### src/rtl/serial_tx_arbiter.sv
// serial_tx_arbiter: round-robin scheduler sharing one 8N1 serial transmit line
// between up to eight byte requesters. Frames are start bit 0, eight data bits
// LSB first, stop bit 1, optionally followed by IDLE_GAP line-high cycles.
// One byte is accepted per grant; every output is registered.

module serial_tx_arbiter #(
  parameter int unsigned NUM_REQ  = 4,
  parameter int unsigned IDLE_GAP = 0,
  localparam int unsigned PW      = (NUM_REQ > 1) ? $clog2(NUM_REQ) : 1
) (
  input  logic                 clk,
  input  logic                 reset,
  input  logic [NUM_REQ-1:0]   req,
  input  logic [8*NUM_REQ-1:0] data,
  output logic [NUM_REQ-1:0]   grant,
  output logic [PW-1:0]        owner,
  output logic                 tx,
  output logic                 busy
);

  localparam logic [2:0] S_IDLE  = 3'd0;
  localparam logic [2:0] S_START = 3'd1;
  localparam logic [2:0] S_DATA  = 3'd2;
  localparam logic [2:0] S_STOP  = 3'd3;
  localparam logic [2:0] S_GAP   = 3'd4;

  // Wrap point of the rotating pointer; not a power-of-two modulo.
  localparam logic [PW-1:0] LAST_IDX  = PW'(NUM_REQ - 1);
  localparam logic [PW:0]   NUM_REQ_W = (PW + 1)'(NUM_REQ);
  // GAP counts down from IDLE_GAP-1 to 0; the zero cycle is the decision point.
  localparam logic [3:0]    GAP_LOAD  = (IDLE_GAP > 0) ? 4'(IDLE_GAP - 1) : 4'd0;

  logic [2:0]         state_q, state_d;
  logic [7:0]         shift_q, shift_d;
  logic [2:0]         bit_cnt_q, bit_cnt_d;
  logic [3:0]         gap_cnt_q, gap_cnt_d;
  logic [PW-1:0]      ptr_q, ptr_d;
  logic [PW-1:0]      owner_q, owner_d;
  logic [NUM_REQ-1:0] grant_q, grant_d;
  logic               tx_q, tx_d;
  logic               busy_q, busy_d;

  logic               decide;
  logic               win_found;
  logic [PW-1:0]      win_idx;
  logic [PW:0]        cand_sum;
  logic [PW-1:0]      cand;
  logic [7:0]         req_byte [NUM_REQ];

  // Split the flat data bus into one byte per requester.
  for (genvar gi = 0; gi < NUM_REQ; gi++) begin : g_bytes
    assign req_byte[gi] = data[8*gi +: 8];
  end

  // Cyclic search for the first active request starting at the pointer.
  always_comb begin
    win_found = 1'b0;
    win_idx   = '0;
    cand_sum  = '0;
    cand      = '0;
    for (int unsigned k = 0; k < NUM_REQ; k++) begin
      cand_sum = {1'b0, ptr_q} + (PW + 1)'(k);
      if (cand_sum >= NUM_REQ_W) begin
        cand_sum = cand_sum - NUM_REQ_W;
      end
      cand = cand_sum[PW-1:0];
      if (!win_found && req[cand]) begin
        win_found = 1'b1;
        win_idx   = cand;
      end
    end
  end

  // Frame sequencer and arbitration at decision points.
  always_comb begin
    state_d   = state_q;
    shift_d   = shift_q;
    bit_cnt_d = bit_cnt_q;
    gap_cnt_d = gap_cnt_q;
    ptr_d     = ptr_q;
    owner_d   = owner_q;
    grant_d   = '0;
    decide    = 1'b0;

    case (state_q)
      S_IDLE: begin
        decide = 1'b1;
      end
      S_START: begin
        state_d   = S_DATA;
        bit_cnt_d = 3'd0;
      end
      S_DATA: begin
        shift_d   = {1'b0, shift_q[7:1]};
        bit_cnt_d = bit_cnt_q + 3'd1;
        if (bit_cnt_q == 3'd7) begin
          state_d = S_STOP;
        end
      end
      S_STOP: begin
        if (IDLE_GAP == 0) begin
          decide = 1'b1;
        end else begin
          state_d   = S_GAP;
          gap_cnt_d = GAP_LOAD;
        end
      end
      S_GAP: begin
        if (gap_cnt_q == 4'd0) begin
          decide = 1'b1;
        end else begin
          gap_cnt_d = gap_cnt_q - 4'd1;
        end
      end
      default: begin
        state_d = S_IDLE;
      end
    endcase

    // The byte is captured here so the requester may change it right after.
    if (decide) begin
      if (win_found) begin
        state_d = S_START;
        shift_d = req_byte[win_idx];
        owner_d = win_idx;
        grant_d = {{(NUM_REQ - 1){1'b0}}, 1'b1} << win_idx;
        ptr_d   = (win_idx == LAST_IDX) ? '0 : win_idx + 1'b1;
      end else begin
        state_d = S_IDLE;
      end
    end
  end

  // Line level and busy derived from the upcoming state so they can be registered.
  always_comb begin
    tx_d = 1'b1;
    case (state_d)
      S_START: tx_d = 1'b0;
      S_DATA:  tx_d = shift_d[0];
      default: tx_d = 1'b1;
    endcase
    busy_d = (state_d != S_IDLE);
  end

  // State and output registers; reset truncates any frame in flight.
  always_ff @(posedge clk) begin
    if (reset) begin
      state_q   <= S_IDLE;
      shift_q   <= 8'd0;
      bit_cnt_q <= 3'd0;
      gap_cnt_q <= 4'd0;
      ptr_q     <= '0;
      owner_q   <= '0;
      grant_q   <= '0;
      tx_q      <= 1'b1;
      busy_q    <= 1'b0;
    end else begin
      state_q   <= state_d;
      shift_q   <= shift_d;
      bit_cnt_q <= bit_cnt_d;
      gap_cnt_q <= gap_cnt_d;
      ptr_q     <= ptr_d;
      owner_q   <= owner_d;
      grant_q   <= grant_d;
      tx_q      <= tx_d;
      busy_q    <= busy_d;
    end
  end

  assign grant = grant_q;
  assign owner = owner_q;
  assign tx    = tx_q;
  assign busy  = busy_q;

endmodule

### config.mk
export PLATFORM = sky130hd
export DESIGN_NAME = serial_tx_arbiter
export DESIGN_NICKNAME = d
export VERILOG_FILES = /design/src/rtl/serial_tx_arbiter.sv
export SDC_FILE = /design/constraint.sdc
export NUM_CORES = 1
export LEC_CHECK = 0
export ABC_AREA = 1
export CAP_MARGIN = 10
export CORE_ASPECT_RATIO = 1.1
export CORE_MARGIN = 8
export CORE_UTILIZATION = 30
export DETAILED_ROUTE_END_ITERATION = 10
export REMOVE_ABC_BUFFERS = 1
export SYNTH_ARGS = -nofsm -noshare
export SYNTH_HDL_FRONTEND = slang
export SYNTH_SLANG_ARGS = --single-unit
### constraint.sdc
create_clock -name clk -period 1.48 [get_ports clk]
set_input_delay 0.148 -clock clk [delete_from_list [all_inputs] [get_ports clk]]
set_output_delay 0.148 -clock clk [all_outputs]
set_load 0.05 [all_outputs]
==> metrics.md, run 1 <==
| Metric | Value |
|---|---|
| Ys async rst share | `0%` |
| Grt total ovfl | `0` |
| CP max stage delay | `0.39 ns` |
| Tmin final | `1.74 ns` |
| RSZ-0062 raised after global routing | `yes` |
| Slew Viols, Final | `0` |
| Final Net Count | `427` |
| Peak VDD IR | `0.000892 V` |
| Yosys reg bits | `28` |
| Drt wl/cell | `11.4 um` |
| Worst hold slack | `0.470 ns` |
| Top cells by count, synth | `83 x nand2_1, 56 x inv_1, 37 x nand3_1` |
| Row cnt | `30` |
| Met3 routed wirelength | `118 um` |
| Cells after synthesis | `301` |
| Setup violations, final | `19` |
| Post-DP Area | `0.00263 mm^2` |
| DRT Pass-1 Iters | `4` |
| Diode count | `0` |
| Distinct cell type count after synthesis | `29` |
| DRT iter0 DRCs | `80` |
| Leak | `0.00155 uW` |
| CP cell instances | `buf_12 -> nand2_4 -> nand3_4 -> nand2_8 -> nor2_8 -> nand3_4 -> nand2_8 -> buf_12 -> nand3b_1 -> nand3_2 -> nand3_2 -> nand2_1 -> inv_1` |
| Vias per cell | `4.54` |
| Dpl hpwl | `3.80 mm` |
| H-tree lvl count | `1` |
| Failing checks | `negative setup slack` |
| Post-synth EDFFs | `0` |
| Core area | `0.00616 mm^2` |
| Die width | `91.9 um` |
| Synth Flop Type | `dfxtp_1` |
| Power Density | `2090 mW/mm^2` |
| Setup ws final | `-0.256 ns` |
| Design area | `0.00318 mm^2` |
| FILL cells | `625` |
| Worst skew pair latency | `0.28 ns` |
| CTS tree | `done` |
| Worst path slowest cell | `dfxtp_4` |
| Clock edge transition at the registers on the reported setup and hold paths | `0.10 ns` |
| Max capacitance violation total | `0` |
| Post-synth top area cell | `dfxtp_1` |
| Ranking of synthesized cells by area | `dfxtp_1 29%, nand2_1 16%, inv_1 11%, nand3_1 9.7%, nand3b_1 3.6%` |
| Syn. warnings | `0` |
| CP startpoint kind | `flop` |
| Fin crit share | `117%` |
| Total GRT Usage | `11.8%` |
| CTS buffer count | `3` |
| Io pins | `46` |
| RePlAce Congestion | `0.807` |
| Mapped Avg Cell Area | `6.31 um^2` |
| Die area | `0.00914 mm^2` |
| Starting Density | `30.9%` |
| Uppermost layer routed | `met4` |
| Rel. slew slack | `75.4%` |
| Port bufs | `45` |
| Critical path endpoint category | `flop` |
| Run status | `complete, but fails checks` |
| CP required | `1.67 ns` |
| Initial antenna violation count | `0` |
| Total Wirelength | `5.31 mm` |
| Hold WC Path Type | `flop to flop` |
| Largest net degree at the start of global routing | `17` |
| CP top delay family | `simple AND/OR/NAND/NOR gates` |
| CTS root buf | `clkbuf_8` |
| DRC Markers | `0` |
| Met2 WL | `2.81 mm` |
| Buf/Inv on CP | `3` |
| Pwr Total | `6660 uW` |
| Seq/Total Area, Yosys | `29.5%` |
| Final Hold Vio Count | `0` |
| Crit Path Max Fanout | `8` |
| Die Ht | `99.5 um` |
| Setup Skew | `0.00270 ns` |
| Clk sinks | `28` |
| DRT antenna net count | `0` |
| Most common cell in the netlist | `nand2_1` |
| CP arrival | `1.93 ns` |
| Met1 wire length | `2.30 mm` |
| Routed vias | `2106` |
| Layout Area Growth over Synthesis | `67.5%` |
| Worst Tran Pin Value | `0.369 ns` |
| Max Root-Sink Buffers | `2` |
| First-pass GRT wire length | `9.20 mm` |
| Worst Path Class, Setup | `flop to flop` |
| Synthesized area | `0.00190 mm^2` |
| Vias in the first global route | `2120` |
| Share of cells above drive strength 1 | `35.4%` |
| Fmax | `576 MHz` |
| Setup TNS | `-3.27 ns` |
| Yosys top cell area share | `29.5%` |
[stage by stage]
stage,setup slack [ns],std cells,util (%)
2_1_floorplan,-0.576,291,-
3_3_place_gp,-0.444,448,42.7
3_5_place_dp,-0.467,448,42.7
4_1_cts,-0.219,464,49.5
5_1_grt,-0.386,464,51.7
6_report,-0.256,464,51.7
[cell families after synthesis]
| logic type | Yosys count | share of synthesized area, % |
|---|---|---|
| AND/OR/NAND/NOR | 169 | 44.0 |
| buffers and inverters | 70 | 15.3 |
| AO/OA/AOI/OAI | 30 | 8.56 |
| flip-flops | 28 | 29.5 |
| adder cells (fa/ha/maj) | 4 | 2.63 |
[metal layers]
metal / up-vias / GRT usage, %
met3: 8 / 1.88
met5: - / 0
li1: 1111 / -
met1: 957 / 13.6
met2: 30 / 21.9
met4: 0 / 2.61
[cell usage in the layout (no fill, tap or decap), types with 3 or more instances in the layout]
cell             netlist  final
nand3b_1               9      9
dfxtp_1               28     24
inv_1                 56     50
nand2_4                6      9
nand3_2                2      8
nand2_2                4     20
nand4_1                3      3
o21ai_0                9      7
a21oi_1               13     10
inv_2                  4      5
clkdlybuf4s50_1        0     37
nor2_1                16     10
inv_4                  0      4
buf_4                  3     41
nand2_8                0      5
nand2_1               83     60
nor2_4                 0      8
nand3_1               37     29
ha_1                   4      3
clkbuf_8               0      3
nand3_4                1      3
buf_6                  2      6
[path summary, 6_finish.rpt]
check | slack (ns) | startpoint | endpoint | cells past startpoint
max | -0.26 | ptr_q[0] | shift_q[5] | 13
min | 0.47 | bit_cnt_q[0] | bit_cnt_q[0] | 1
max reg2reg | -0.26 | ptr_q[0] | shift_q[5] | 13
min reg2reg | 0.47 | bit_cnt_q[0] | bit_cnt_q[0] | 1
[where the power goes]
group / leakage (uW) / internal [uW] / switching (uW)
clock: 0.0000357 / 362 / 244
combinational: 0.00128 / 2100 / 2830
sequential: 0.000232 / 1000 / 116
total: 0.00155 / 3470 / 3190
[cell type report]
class | count | area [um^2] | share of cell area [%]
inverters | 60 | 243 | 7.62
clock inverters | 1 | 30.0 | 0.943
well taps | 80 | 100 | 3.14
clock buffers | 3 | 41.3 | 1.30
repair buffers | 88 | 828 | 26.0
flip-flops and latches | 28 | 571 | 17.9
multi-input cells | 204 | 1370 | 43.1
[what timing repair did]
action                                  4_1_cts  5_1_grt
gates resized for setup                      63       39
hold buffers                                  0        0
endpoints found under the setup margin       22       23
setup buffers                                11        1
gates cloned                                  2        0
pin swaps                                    11       21
[sequential cells by signal, indices dropped and copies added (netlist names)]
name	flops
shift_q	8
tx	1
bit_cnt_q	3
gap_cnt_q	4
owner	2
ptr_q	2
busy	1
grant	4
state_q	3
(Power assumes the default switching activity.)
==> run 2, diff against run 1 <==
- ABC_AREA: 1 -> unset
- ABC_CLOCK_PERIOD_IN_PS: unset -> 1480
==> run 2 against run 1 <==
The flow still finishes with violations (negative setup slack). Clock power down 20%. Largest power group unchanged. Hold slack worse by 0.0016 ns. Critical path type unchanged. Non-clock buffer count down 3. Setup slack worse by 0.027 ns.
==> metrics.md, run 2 <==
| Metric | Value |
|---|---|
| Max capacitance violation total | `0 (unchanged)` |
| Setup Skew | `0.00472 ns (was 0.00270 ns)` |
| DRT iter0 DRCs | `50 (was 80)` |
| Failing checks | `negative setup slack (unchanged)` |
| Met1 Use GR | `12.1% (was 13.6%)` |
| Layout Area Growth over Synthesis | `60.4% (was 67.5%)` |
| Largest Register | `shift_q (unchanged)` |
| Slew Viols, Final | `0 (unchanged)` |
| Setup ws final | `-0.283 ns (was -0.256 ns)` |
| Grt total ovfl | `0 (unchanged)` |
| Seq/Total Area, Yosys | `35.4% (was 29.5%)` |
| Run status | `complete, but fails checks (unchanged)` |
| Drt wl/cell | `12.9 um (was 11.4 um)` |
| Row cnt | `27 (was 30)` |
| Core area | `0.00503 mm^2 (was 0.00616 mm^2)` |
| Die Ht | `92.2 um (was 99.5 um)` |
| Leading cell types in the layout, fill and taps excluded | `41 x buf_4, 37 x clkdlybuf4s50_1, 26 x dfxtp_1 (was 60 x nand2_1, 50 x inv_1, 41 x buf_4)` |
| CTS tree | `done (unchanged)` |
| Io pins | `46 (unchanged)` |
| Mapped Avg Cell Area | `9.04 um^2 (was 6.31 um^2)` |
| Post-synth top area cell | `dfxtp_1 (unchanged)` |
| FILL cells | `476 (was 625)` |
| Yosys top cell area share | `35.4% (was 29.5%)` |
| Final Hold Vio Count | `0 (unchanged)` |
| Peak VDD IR | `0.000571 V (was 0.000892 V)` |
| CTS buffer count | `3 (unchanged)` |
| Worst setup startpoint | `gap_cnt_q[1] (was ptr_q[0])` |
| Final Net Count | `296 (was 427)` |
| Worst Path Class, Setup | `flop to flop (unchanged)` |
| Post-synth EDFFs | `0 (unchanged)` |
| Port bufs | `45 (unchanged)` |
| Met2 global-route usage | `16.9% (was 21.9%)` |
| Met3 usage in global routing | `1.34% (was 1.88%)` |
| Worst skew pair latency | `0.28 ns (about the same)` |
| Total GRT Usage | `9.96% (was 11.8%)` |
| Hold WC Path Type | `flop to flop (unchanged)` |
| Gr busiest metal | `met2 (unchanged)` |
| Share of cells above drive strength 1 | `38.3% (was 35.4%)` |
| CTS root buf | `clkbuf_8 (unchanged)` |
| Max Root-Sink Buffers | `2 (unchanged)` |
| Initial antenna violation count | `0 (unchanged)` |
| Diode count | `0 (unchanged)` |
| Distinct cell type count after synthesis | `46 (was 29)` |
| RSZ-0062 raised after global routing | `yes (unchanged)` |
| Setup violations, final | `23 (was 19)` |
| CP startpoint kind | `flop (unchanged)` |
| Yosys reg bits | `28 (unchanged)` |
| Setup TNS | `-4.96 ns (was -3.27 ns)` |
| Starting Density | `31.4% (was 30.9%)` |
| Worst Tran Pin Value | `0.339 ns (was 0.369 ns)` |
| Cells after synthesis | `175 (was 301)` |
| First-pass GRT wire length | `6.67 mm (was 9.20 mm)` |
| Rel. slew slack | `77.1% (was 75.4%)` |
| Ys async rst share | `0% (unchanged)` |
| Clk sinks | `28 (unchanged)` |
| DRT Pass-1 Iters | `4 (unchanged)` |
| Origin of the critical flop-to-flop path | `gap_cnt_q[1] (was ptr_q[0])` |
| Clock edge transition at the registers on the reported setup and hold paths | `0.10 ns (about the same)` |
| RePlAce Congestion | `0.757 (was 0.807)` |
| Ranking of synthesized cells by area | `dfxtp_1 35%, mux2i_1 8.9%, mux2_2 6.4%, nor2_1 5.9%, a21oi_1 4.1% (was dfxtp_1 29%, nand2_1 16%, inv_1 11%, nand3_1 9.7%, nand3b_1 3.6%)` |
| Fin crit share | `119% (was 117%)` |
| Dpl hpwl | `2.94 mm (was 3.80 mm)` |
| Worst hold slack | `0.469 ns (was 0.470 ns)` |
| Vias per cell | `4.78 (was 4.54)` |
| Leak | `0.00108 uW (was 0.00155 uW)` |
| Tmin final | `1.76 ns (was 1.74 ns)` |
| DRC Markers | `0 (unchanged)` |
| Synthesized area | `0.00158 mm^2 (was 0.00190 mm^2)` |
| Critical path endpoint category | `flop (unchanged)` |
| Pwr Total | `3480 uW (was 6660 uW)` |
| Worst Hold Depth | `2 (was 1)` |
| DRT antenna net count | `0 (unchanged)` |
| Max reg flops | `8 (unchanged)` |
| CP arrival | `1.96 ns (was 1.93 ns)` |
| Top cells by count, synth | `28 x dfxtp_1, 25 x nor2_1, 14 x mux2i_1 (was 83 x nand2_1, 56 x inv_1, 37 x nand3_1)` |
| Die width | `85.3 um (was 91.9 um)` |
| Fmax | `567 MHz (was 576 MHz)` |
| Routed vias | `1486 (was 2106)` |
| R2R depth | `8 (was 13)` |
| H-tree lvl count | `1 (unchanged)` |
| Most common cell in the netlist | `dfxtp_1 (was nand2_1)` |
| Reg-to-reg setup timing slack | `-0.28 ns (was -0.26 ns)` |
| Hold path startpoint | `owner[0] (was bit_cnt_q[0])` |
| Syn. warnings | `0 (unchanged)` |
| Synth Flop Type | `dfxtp_1 (unchanged)` |
| Largest net degree at the start of global routing | `20 (was 17)` |
| Crit Path Max Fanout | `6 (was 8)` |
| Total Wirelength | `4.01 mm (was 5.31 mm)` |
| Power Density | `1370 mW/mm^2 (was 2090 mW/mm^2)` |
| Vias in the first global route | `1557 (was 2120)` |
| CP required | `1.68 ns (was 1.67 ns)` |
| Commonest non-fill, non-tap cell in the layout | `buf_4 (was nand2_1)` |
| Die area | `0.00786 mm^2 (was 0.00914 mm^2)` |
==> run 2: per-layer routing <==
metal,vias to the layer above,part of all wire (%)
met5,-,0
met2,35,47
li1,778,-
met4,0,1.6
met1,668,47
met3,5,3.7
==> run 2: report_power, final <==
group | internal (uW) | switching [uW]
combinational | 987 | 982
clock | 239 | 244
sequential | 936 | 93.5
==> run 2: metrics by stage <==
step,util (%),area (um^2),setup WS [ns],std cells
2_1_floorplan,-,1490,-0.988,164
3_3_place_gp,45.3,2280,-0.438,303
3_5_place_dp,45.3,2280,-0.453,303
4_1_cts,47.9,2410,-0.312,309
5_1_grt,50.4,2540,-0.387,311
6_report,50.4,2540,-0.283,311
==> run 2: repair_timing <==
item	CTS	global route
pin swaps	4	11
hold buffers	0	0
setup buffers	2	2
resized for setup	23	21
setup endpoints to repair	22	23
==> run 2: area by class of cell <==
| type | count | area (um^2) | area share [%] |
|---|---|---|---|
| flip-flops and latches | 28 | 563 | 22.2 |
| clock buffers | 4 | 55.1 | 2.17 |
| well taps | 58 | 72.6 | 2.86 |
| multi-input cells | 130 | 1060 | 41.7 |
| repair buffers | 85 | 766 | 30.2 |
| inverters | 6 | 22.5 | 0.887 |
==> run 2: cells by family after synthesis <==
group / after synthesis / share of synthesized area (%)
AO/OA/AOI/OAI: 41 / 18.4
XOR/XNOR: 4 / 2.21
adder cells (fa/ha/maj): 4 / 3.16
buffers and inverters: 17 / 7.03
flip-flops: 28 / 35.4
multiplexers: 23 / 15.3
AND/OR/NAND/NOR: 58 / 18.5
==> run 2: worst paths after layout <==
path / end
max reg2reg: shift_q[4]
min reg2reg: owner[0]
max: shift_q[4]
min: owner[0]
==> run 2: worst max-delay path, cell delays in order, from the launching register on <==
cell and delay, ns:
dfxtp_2 0.33, inv_2 0.07, ha_4 0.13, or3b_4 0.39, o22ai_4 0.17, and2_4 0.22, buf_6 0.13, o21ai_2 0.06
a221oi_2 0.17
